## config.mk

```make
export PLATFORM = sky130hd
export DESIGN_NAME = otter_io_harness
export DESIGN_NICKNAME = d
export VERILOG_FILES = /design/src/rtl/otter_io_harness.sv
export SDC_FILE = /design/constraint.sdc
export NUM_CORES = 1
export LEC_CHECK = 0
export BUFFER_PORTS_ARGS = -buffer_cell sky130_fd_sc_hd__buf_2
export CAP_MARGIN = 30
export CORE_MARGIN = 1.5
export CORE_UTILIZATION = 57
export DETAILED_ROUTE_END_ITERATION = 7
export HOLD_SLACK_MARGIN = 0.12
export PLACE_DENSITY_LB_ADDON = 0.15
export SLEW_MARGIN = 20
export SYNTH_ARGS = -nofsm -noshare
export SYNTH_HDL_FRONTEND = slang
export SYNTH_SLANG_ARGS = --single-unit
```

## constraint.sdc

```tcl
create_clock -name CLK -period 10.7 [get_ports CLK]
set_clock_uncertainty 0.15 [all_clocks]
set_input_delay 2.14 -clock CLK [delete_from_list [all_inputs] [get_ports CLK]]
set_output_delay 2.14 -clock CLK [all_outputs]
set_load 0.03 [all_outputs]
```

## src/rtl/otter_io_harness.sv

```systemverilog
// -----------------------------------------------------------------------------
// otter_io_harness
//
// I/O companion for OTTER_MCU. Sequences the MCU reset, serves memory-mapped
// input channels on the IOBUS read path, latches output channel registers,
// records every accepted IOBUS write in a small trace FIFO and optionally
// emits periodic interrupt pulses while the MCU is running.
//
// Address map (word aligned, ADDR[1:0] ignored), relative to BASE_ADDR:
//   0x000 + 4*i : input channel i  (read only)
//   0x100 + 4*j : output channel j (read/write)
//   0x200       : control; read {30'b0, LOG_OVF, running}, write bit0=1 is a
//                 soft reset of the MCU
//
// Ports:
//   CLK, RST_N       system clock (rising edge), async active-low reset
//   IOBUS_ADDR/OUT   MCU address and write data
//   IOBUS_WR         MCU write strobe
//   IOBUS_IN         registered read data (one-cycle latency)
//   MCU_RST          active-high reset to the MCU
//   INTR             single-cycle interrupt pulse
//   IN_CH / OUT_CH   packed 32-bit channels, channel k at [32k+31:32k]
//   LOG_RD           pop one trace entry
//   LOG_DATA         head trace entry {addr, data}, 0 when empty
//   LOG_EMPTY/FULL   trace FIFO status
//   LOG_OVF          sticky: a write was dropped because the trace was full
//
// Sequencer states:
//   state | meaning
//   HOLD  | MCU held in reset, hold counter running
//   RUN   | MCU released, writes accepted, interrupt timer running
// -----------------------------------------------------------------------------
module otter_io_harness #(
  parameter int          NUM_IN_CH   = 4,
  parameter int          NUM_OUT_CH  = 4,
  parameter logic [31:0] BASE_ADDR   = 32'h1100_0000,
  parameter int          RST_HOLD    = 3,
  parameter int          LOG_DEPTH   = 8,
  parameter int          INTR_PERIOD = 0
) (
  input  logic                    CLK,
  input  logic                    RST_N,
  input  logic [31:0]             IOBUS_ADDR,
  input  logic [31:0]             IOBUS_OUT,
  input  logic                    IOBUS_WR,
  output logic [31:0]             IOBUS_IN,
  output logic                    MCU_RST,
  output logic                    INTR,
  input  logic [32*NUM_IN_CH-1:0] IN_CH,
  output logic [32*NUM_OUT_CH-1:0] OUT_CH,
  input  logic                    LOG_RD,
  output logic [63:0]             LOG_DATA,
  output logic                    LOG_EMPTY,
  output logic                    LOG_FULL,
  output logic                    LOG_OVF
);

  localparam int PW  = $clog2(LOG_DEPTH);
  localparam int HCW = (RST_HOLD > 1) ? $clog2(RST_HOLD) : 1;

  typedef enum logic {
    HOLD = 1'b0,
    RUN  = 1'b1
  } state_t;

  state_t           state, state_nxt;
  logic [HCW-1:0]   hold_cnt, hold_cnt_nxt;

  // ---------------------------------------------------------------------------
  // Address decode. Subtracting the base on the word address makes addresses
  // below the window wrap to huge offsets, so one unsigned compare per region
  // is enough.
  // ---------------------------------------------------------------------------
  logic [29:0] off_word;
  logic        in_hit, out_hit, ctrl_hit;
  logic [3:0]  in_idx, out_idx;

  assign off_word = IOBUS_ADDR[31:2] - BASE_ADDR[31:2];
  assign in_hit   = off_word < 30'(NUM_IN_CH);
  assign out_hit  = (off_word >= 30'd64) && (off_word < 30'(64 + NUM_OUT_CH));
  assign ctrl_hit = off_word == 30'd128;
  assign in_idx   = off_word[3:0];
  assign out_idx  = 4'(off_word - 30'd64);

  logic wr_acc, soft_rst;

  assign wr_acc   = (state == RUN) && IOBUS_WR;
  assign soft_rst = wr_acc && ctrl_hit && IOBUS_OUT[0];

  // ---------------------------------------------------------------------------
  // Reset sequencer
  // ---------------------------------------------------------------------------
  always_ff @(posedge CLK or negedge RST_N) begin
    if (!RST_N) begin
      state    <= HOLD;
      hold_cnt <= '0;
    end else begin
      state    <= state_nxt;
      hold_cnt <= hold_cnt_nxt;
    end
  end

  always_comb begin
    state_nxt    = state;
    hold_cnt_nxt = hold_cnt;
    MCU_RST      = 1'b1;
    case (state)
      HOLD: begin
        MCU_RST = 1'b1;
        if (hold_cnt == HCW'(RST_HOLD - 1)) begin
          state_nxt    = RUN;
          hold_cnt_nxt = '0;
        end else begin
          hold_cnt_nxt = hold_cnt + 1'b1;
        end
      end
      RUN: begin
        MCU_RST = 1'b0;
        if (soft_rst) begin
          state_nxt    = HOLD;
          hold_cnt_nxt = '0;
        end
      end
      default: begin
        state_nxt    = HOLD;
        hold_cnt_nxt = '0;
      end
    endcase
  end

  // ---------------------------------------------------------------------------
  // Output channel registers
  // ---------------------------------------------------------------------------
  logic [32*NUM_OUT_CH-1:0] out_reg;

  always_ff @(posedge CLK or negedge RST_N) begin
    if (!RST_N) begin
      out_reg <= '0;
    end else begin
      for (int j = 0; j < NUM_OUT_CH; j++) begin
        if (wr_acc && out_hit && (out_idx == 4'(j))) begin
          out_reg[32*j +: 32] <= IOBUS_OUT;
        end
      end
    end
  end

  assign OUT_CH = out_reg;

  // ---------------------------------------------------------------------------
  // Write trace FIFO
  // ---------------------------------------------------------------------------
  logic [63:0]   log_mem [LOG_DEPTH];
  logic [PW-1:0] wr_ptr, rd_ptr;
  logic [PW:0]   log_cnt;
  logic          log_ovf_q;
  logic          log_empty, log_full;
  logic          push, pop, ovf_set;

  assign log_empty = (log_cnt == '0);
  assign log_full  = (log_cnt == (PW+1)'(LOG_DEPTH));
  assign pop       = LOG_RD && !log_empty;
  // A pop in the same cycle frees the slot, so a full FIFO still accepts.
  assign push      = wr_acc && (!log_full || pop);
  assign ovf_set   = wr_acc && log_full && !pop;

  always_ff @(posedge CLK) begin
    if (push) begin
      log_mem[wr_ptr] <= {IOBUS_ADDR, IOBUS_OUT};
    end
  end

  always_ff @(posedge CLK or negedge RST_N) begin
    if (!RST_N) begin
      wr_ptr    <= '0;
      rd_ptr    <= '0;
      log_cnt   <= '0;
      log_ovf_q <= 1'b0;
    end else begin
      if (push) wr_ptr <= wr_ptr + 1'b1;
      if (pop)  rd_ptr <= rd_ptr + 1'b1;
      case ({push, pop})
        2'b10:   log_cnt <= log_cnt + 1'b1;
        2'b01:   log_cnt <= log_cnt - 1'b1;
        default: log_cnt <= log_cnt;
      endcase
      if (ovf_set) log_ovf_q <= 1'b1;
    end
  end

  // Storage is not reset; gating with empty keeps the head at 0 out of reset.
  assign LOG_DATA  = log_empty ? 64'd0 : log_mem[rd_ptr];
  assign LOG_EMPTY = log_empty;
  assign LOG_FULL  = log_full;
  assign LOG_OVF   = log_ovf_q;

  // ---------------------------------------------------------------------------
  // Registered read path
  // ---------------------------------------------------------------------------
  logic [31:0] rd_data;
  logic [31:0] iobus_in_q;

  always_comb begin
    rd_data = 32'd0;
    for (int i = 0; i < NUM_IN_CH; i++) begin
      if (in_hit && (in_idx == 4'(i))) rd_data = IN_CH[32*i +: 32];
    end
    for (int j = 0; j < NUM_OUT_CH; j++) begin
      if (out_hit && (out_idx == 4'(j))) rd_data = out_reg[32*j +: 32];
    end
    if (ctrl_hit) rd_data = {30'd0, log_ovf_q, (state == RUN)};
  end

  always_ff @(posedge CLK or negedge RST_N) begin
    if (!RST_N) begin
      iobus_in_q <= 32'd0;
    end else begin
      iobus_in_q <= rd_data;
    end
  end

  assign IOBUS_IN = iobus_in_q;

  // ---------------------------------------------------------------------------
  // Periodic interrupt. The counter only advances in RUN, so the first pulse
  // lands INTR_PERIOD cycles after the sequencer releases the MCU.
  // ---------------------------------------------------------------------------
  logic intr_q;

  if (INTR_PERIOD > 0) begin : g_intr
    localparam int ICW = (INTR_PERIOD > 1) ? $clog2(INTR_PERIOD) : 1;
    logic [ICW-1:0] intr_cnt;

    always_ff @(posedge CLK or negedge RST_N) begin
      if (!RST_N) begin
        intr_cnt <= '0;
        intr_q   <= 1'b0;
      end else if (state == RUN) begin
        if (intr_cnt == ICW'(INTR_PERIOD - 1)) begin
          intr_cnt <= '0;
          intr_q   <= 1'b1;
        end else begin
          intr_cnt <= intr_cnt + 1'b1;
          intr_q   <= 1'b0;
        end
      end else begin
        intr_cnt <= '0;
        intr_q   <= 1'b0;
      end
    end
  end else begin : g_no_intr
    assign intr_q = 1'b0;
  end

  assign INTR = intr_q;

endmodule

```

==> metrics.txt, run 1 <==
Power Dens Cells 245 mW/mm^2; total vias in the final route 16527; placed instance area 0.0307 mm^2; launching element type of the critical path input pin; maximum number of pins on one net before global-route repair 85; area leader, netlist edfxtp_1; sequential power share 0.413; flop and latch count out of synthesis 686; async set-reset flop share out of synthesis 0.254; type of the most critical hold path reg -> reg; Total Power Consumption 8.08 mW; Netlist Area Pre-Place 0.0279 mm^2; share of final-layout standard cells stronger than drive strength 1 0.406; total wire length after detailed routing 71.6 mm; share of power burned in the clock network 0.293; max-slew violation count 0; worst skew pair latency 0.60 ns; count of pins on the block boundary 425; total overflow reported by the global router 0; arrival time worst endpoint 6.02 ns; row count 80; Post-synth top flop edfxtp_1; leading cell type in the layout, fill and taps excluded edfxtp_1; end of the worst register-to-register path log_mem[7][27]$_DFFE_PP_; post-synth top area share 0.552; critical path endpoint OUT_CH[120]$_DFFE_PN0P_; maximum achievable frequency 0.175 GHz; setup repair after global routing missed its margin false; number of endpoints failing setup at the final stage 0; Placed Cells 2538; global-route wire length before repair 105 mm; CTS tree done; Post CTS Setup Buffer Count 0; area of all placed cells without fillers 0.0330 mm^2; pre-CTS setup slack 4.26 ns; Die Span Y 224 um; Root Buffer Master clkbuf_16; maximum ir drop on the vdd rail 0.147 mV; Hold Fails Final Rpt 0; deepest clock path buffer count 3; net switching power 2.57 mW; reg-to-reg startpoint state$_DFF_PN0_; die area 0.0502 mm^2; clock slew seen by the registers of the worst setup and hold paths 0.06 ns; Final #Nets 2196; accumulated negative setup slack 0 ns; total nets after synthesis 1760; antenna violations before repair 7; start-to-end type of the worst setup path in -> reg; cell types with the largest area share after synthesis edfxtp_1 (55%), dfrtp_1 (16%), mux4_2 (11%); Yosys warning total 0; DRT antenna net count 0; effective utilization at floorplan 0.581; number of instances resized during post-cts repair 0; CP Capture Type register; detailed-placement wirelength estimate 44.8 mm; Period Utilization, post-route 0.534; result of the run completed; count of TritonRoute iterations in the first routing pass 5; post-synthesis instance total 1559; logic gate share of total power 0.294; leading cell types in the layout, fill and taps excluded edfxtp_1 (512), buf_2 (422), dfrtp_1 (171); number of clock buffers inserted by TritonCTS 69; number of clock sinks 686; worst-margin pin slew 1.03 ns; number of flops mapped to enable cells by yosys 512; MaxCap Viol Count 0; internal power of the cells 5.51 mW; placeable core area 0.0479 mm^2; CTS HTree Levels 3; Final min period 5.71 ns; worst setup slack for register-to-register paths 7.54 ns; Global Route Usage Sum 0.286; source of the critical timing path IOBUS_ADDR[30]; mean number of vias per cell 6.20; wire length per cell 26.9 um; normalized max-slew margin 0.316; number of different library cells in the post-synthesis netlist 46; layout-stage area growth over the synthesis result 18.3%; static leakage 13.2 nW; switching part of the total power 0.318; vias in the first global route 16538; Worst Reg2Reg Path Length in Cells 4; horizontal extent of the die 224 um; post-detailed-route DRC marker count 0; critical path peak fanout 37; Worst Slack Setup Final 4.99 ns; Port Buffer Count 423; Hold Buf Count CTS 0; required time at the endpoint of the critical path 11.01 ns; mean post-synth cell area 17.9 um^2; number of design-rule violations left by the first detailed-router iteration 1346; GPL Wtd Cong 0.909; Final Instance Count excl. Fillers 2666; post-synthesis sequential area ratio 0.708
## registers in the layout, indices dropped and copies added, names as in the netlist
signal	flops
rd_ptr	3
hold_cnt	2
OUT_CH	128
state	1
LOG_OVF	1
log_mem	512
IOBUS_IN	32
log_cnt	4
wr_ptr	3
## cells by family (layout without fill, tap and decap cells)
logic type | after synthesis | count (layout) | synth area share
adder cells (fa/ha/maj) | 5 | 5 | 0.00251
flip-flops | 686 | 686 | 0.708
multiplexers | 326 | 326 | 0.181
AND/OR/NAND/NOR | 224 | 224 | 0.0374
AO/OA/AOI/OAI | 199 | 199 | 0.0491
XOR/XNOR | 7 | 7 | 0.00220
other | 1 | 5 | 0.000135
buffers and inverters | 111 | 599 | 0.0193
## metrics by stage
stage / hold slack, ns / util
3_5_place_dp: 0.341 / 0.640
4_1_cts: 0.348 / 0.686
6_report: 0.343 / 0.687
5_1_grt: 0.376 / 0.687
3_3_place_gp: 0.322 / 0.639
2_1_floorplan: 0.298 / -
## synth_stat cells (all sizes together) (4+ instances only)
cell type	instances
nand3	4
ha	4
mux2i	66
buf	45
nor4	7
o22ai	32
a22oi	32
edfxtp	512
nor4b	5
a22o	30
inv	12
o21ai	33
dfrtp	174
nand2b	4
a21oi	34
nand2	20
nor3	41
mux4	130
xnor2	6
mux2	130
nor2	133
a2bb2oi	30
clkbuf	54
## area by class of cell
cell class              count  area, um^2
multi-input cells         762        7670
clock inverters            23         228
repair buffers            464        2500
fillers                  3206       15000
flip-flops and latches    686       19700
well taps                 615         769
inverters                  12        45.0
clock buffers             100        1990
diodes                      4        10.0
## metal layers
layer  wire length, um  vias to the layer above  track usage
li1                  -                     7075            -
met1             28200                     8604        0.383
met2             35900                      745        0.473
met3              5550                      103       0.0582
met4              1990                        0       0.0952
met5                 0                        -            0
## power by group through the flow
stage / registers, mW / clock network (mW) / logic [mW]
finish: 3.34 / 2.37 / 2.38
detailed placement: 3.40 / 0 / 2.40
floorplan: 3.33 / 0 / 1.72
CTS: 3.34 / 2.40 / 2.41
global route: 3.36 / 2.50 / 2.53
global placement: 3.43 / 0 / 2.30
## critical path, stage by stage
cell and delay [ns]:
buf_2 0.15, nor4b_1 0.69, nand4_1 0.57, or2_2 0.83, nor3_4 0.82, buf_4 0.42
mux2_2 0.37
## worst min-delay path by stage
stage	startpoint	endpoint	slack, ns	cells past startpoint
floorplan	log_cnt[3]$_DFFE_PN0P_	log_cnt[3]$_DFFE_PN0P_	0.30	1
global placement	hold_cnt[0]$_DFFE_PN0P_	state$_DFF_PN0_	0.32	1
detailed placement	hold_cnt[0]$_DFFE_PN0P_	hold_cnt[0]$_DFFE_PN0P_	0.34	1
CTS	hold_cnt[0]$_DFFE_PN0P_	hold_cnt[0]$_DFFE_PN0P_	0.35	1
global route	log_cnt[3]$_DFFE_PN0P_	log_cnt[3]$_DFFE_PN0P_	0.38	1
finish	hold_cnt[0]$_DFFE_PN0P_	hold_cnt[0]$_DFFE_PN0P_	0.34	1
Note: power is estimated with default switching activity, not from simulation.
==> run 2, diff against run 1 <==
--- a/config.mk
+++ b/config.mk
@@ -8,7 +8,7 @@
 export BUFFER_PORTS_ARGS = -buffer_cell sky130_fd_sc_hd__buf_2
 export CAP_MARGIN = 30
 export CORE_MARGIN = 1.5
-export CORE_UTILIZATION = 57
+export CORE_UTILIZATION = 51
 export DETAILED_ROUTE_END_ITERATION = 7
 export HOLD_SLACK_MARGIN = 0.12
 export PLACE_DENSITY_LB_ADDON = 0.15
==> constraint.sdc (replaced) <==
create_clock -name CLK -period 4.9 [get_ports CLK]
set_clock_uncertainty 0.15 [all_clocks]
set_input_delay 0.98 -clock CLK [delete_from_list [all_inputs] [get_ports CLK]]
set_output_delay 0.98 -clock CLK [all_outputs]
set_load 0.03 [all_outputs]
==> metrics.txt, run 2 (synthesis results as in run 1) <==
Period Utilization, post-route 0.806; CTS tree done (unchanged); final core area utilization 0.617 (was 0.687); wire length per cell 26.4 um (was 26.9 um); effective utilization at floorplan 0.517 (was 0.581); Global Route Usage Sum 0.263 (was 0.286); normalized max-slew margin 0.429 (was 0.316); Final Hold Slack 0.209 ns (was 0.343 ns); maximum ir drop on the vdd rail 0.328 mV (was 0.147 mV); number of instances resized during post-cts repair 0 (unchanged); leading cell types in the layout, fill and taps excluded edfxtp_1 (512), buf_2 (422), dfrtp_1 (171) (unchanged); placeable core area 0.0539 mm^2 (was 0.0479 mm^2); worst-margin pin slew 0.857 ns (was 1.03 ns); Hold Fails Final Rpt 0 (unchanged); vias in the first global route 17092 (was 16538); Power Dens Cells 534 mW/mm^2 (was 245 mW/mm^2); arrival time worst endpoint 2.82 ns (was 6.02 ns); total overflow reported by the global router 0 (unchanged); Hold Buf Count CTS 0 (unchanged); row count 85 (was 80); pre-CTS setup slack 0.943 ns (was 4.26 ns); Worst Slack Setup Final 0.951 ns (was 4.99 ns); static leakage 13.3 nW (was 13.2 nW); area of all placed cells without fillers 0.0333 mm^2 (was 0.0330 mm^2); antenna violations before repair 7 (unchanged); number of clock buffers inserted by TritonCTS 71 (was 69); Worst Reg2Reg Path Length in Cells 4 (unchanged); launching element type of the critical path register (was input pin); max-slew violation count 0 (unchanged); Die Span Y 237 um (was 224 um); Placed Cells 2625 (was 2538); share of final-layout standard cells stronger than drive strength 1 0.411 (was 0.406); worst setup slack for register-to-register paths 2.03 ns (was 7.54 ns); DRT antenna net count 0 (unchanged); Post CTS Setup Buffer Count 0 (unchanged); critical path peak fanout 44 (was 37); source of the critical timing path rd_ptr[0]$_DFFE_PN0P_ (was IOBUS_ADDR[30]); Final Instance Count excl. Fillers 2757 (was 2666); result of the run completed (unchanged); number of clock sinks 686 (unchanged); leading cell type in the layout, fill and taps excluded edfxtp_1 (unchanged); clock slew seen by the registers of the worst setup and hold paths 0.06 ns (about the same); placed instance area 0.0310 mm^2 (was 0.0307 mm^2); start-to-end type of the worst setup path reg -> out (was in -> reg); CP Capture Type primary output (was register); type of the most critical hold path in -> async (was reg -> reg); Port Buffer Count 423 (unchanged); total vias in the final route 16601 (was 16527); reg-to-reg startpoint log_cnt[0]$_DFFE_PN0P_ (was state$_DFF_PN0_); GPL Wtd Cong 0.911 (was 0.909); CTS HTree Levels 3 (unchanged); MaxCap Viol Count 0 (unchanged); setup repair after global routing missed its margin false (unchanged); worst skew pair latency 0.60 ns (about the same); Final #Nets 2204 (was 2196); end of the worst register-to-register path log_mem[2][42]$_DFFE_PP_ (was log_mem[7][27]$_DFFE_PP_); maximum number of pins on one net before global-route repair 104 (was 85); number of endpoints failing setup at the final stage 0 (unchanged); maximum achievable frequency 0.253 GHz; total wire length after detailed routing 72.7 mm (was 71.6 mm); layout-stage area growth over the synthesis result 19.5% (was 18.3%); detailed-placement wirelength estimate 45.8 mm (was 44.8 mm); count of pins on the block boundary 425 (unchanged); horizontal extent of the die 237 um (was 224 um); number of design-rule violations left by the first detailed-router iteration 1136 (was 1346); global-route wire length before repair 108 mm (was 105 mm); number of flip-flops under the largest register name 512 (unchanged); deepest clock path buffer count 3 (unchanged); Final min period 3.95 ns; Root Buffer Master clkbuf_16 (unchanged); post-detailed-route DRC marker count 0 (unchanged); mean number of vias per cell 6.02 (was 6.20); most flop-heavy register log_mem (unchanged); required time at the endpoint of the critical path 3.77 ns (was 11.01 ns); count of TritonRoute iterations in the first routing pass 7 (was 5); die area 0.0560 mm^2 (was 0.0502 mm^2)
run 2: changes by cell type in the layout (fill, tap and decap cells not counted), moves of 2 or more:
cell and delta:
clkbuf_8 -3, inv_6 +3, buf_4 -4, clkinv_1 +3, buf_12 +11, clkinv_2 +3, clkbuf_16 +2, clkinvlp_4 +3
clkbuf_1 -7
run 2: metal layers:
metal | GRT usage | vias up | part of all wire
met3 | 0.0471 | 149 | 0.063
met2 | 0.432 | 657 | 0.49
li1 | - | 7080 | -
met4 | 0.0981 | 0 | 0.032
met1 | 0.355 | 8715 | 0.41
met5 | 0 | - | 0
run 2: layout make-up:
| type | instances | area [um^2] |
|---|---|---|
| well taps | 696 | 871 |
| flip-flops and latches | 686 | 19700 |
| diodes | 3 | 7.51 |
| fillers | 3953 | 20600 |
| clock buffers | 92 | 1970 |
| repair buffers | 470 | 2660 |
| clock inverters | 36 | 312 |
| multi-input cells | 762 | 7690 |
| inverters | 12 | 45.0 |
run 2: worst max-delay path: stages (launching register included):
cell and delay, ns:
dfrtp_4 0.72, buf_12 0.39, mux4_2 0.55, mux2i_1 0.27, nor2_1 0.06, buf_2 0.18
run 2: metrics by stage:
stage / TNS, ns / total power [mW]
after global routing: 0 / 18.5
after detailed placement: 0 / 12.7
after CTS: 0 / 18.0
after floorplan: -309.19 / 11.0
after global placement: 0 / 12.6
final: 0 / 17.8
run 2: worst max-delay path by stage:
stage                                    to  slack [ns]
finish                         LOG_DATA[57]        0.95
floorplan           log_mem[2][0]$_DFFE_PP_       -1.45
global placement     OUT_CH[45]$_DFFE_PN0P_        1.02
detailed placement   OUT_CH[63]$_DFFE_PN0P_        0.94
global route                   LOG_DATA[15]        0.75
CTS                            LOG_DATA[57]        0.86
run 2: where the power goes:
group / switching (mW) / internal (mW)
clock network: 2.18 / 3.10
logic: 3.23 / 2.03
registers: 0.274 / 6.96
total: 5.68 / 12.1
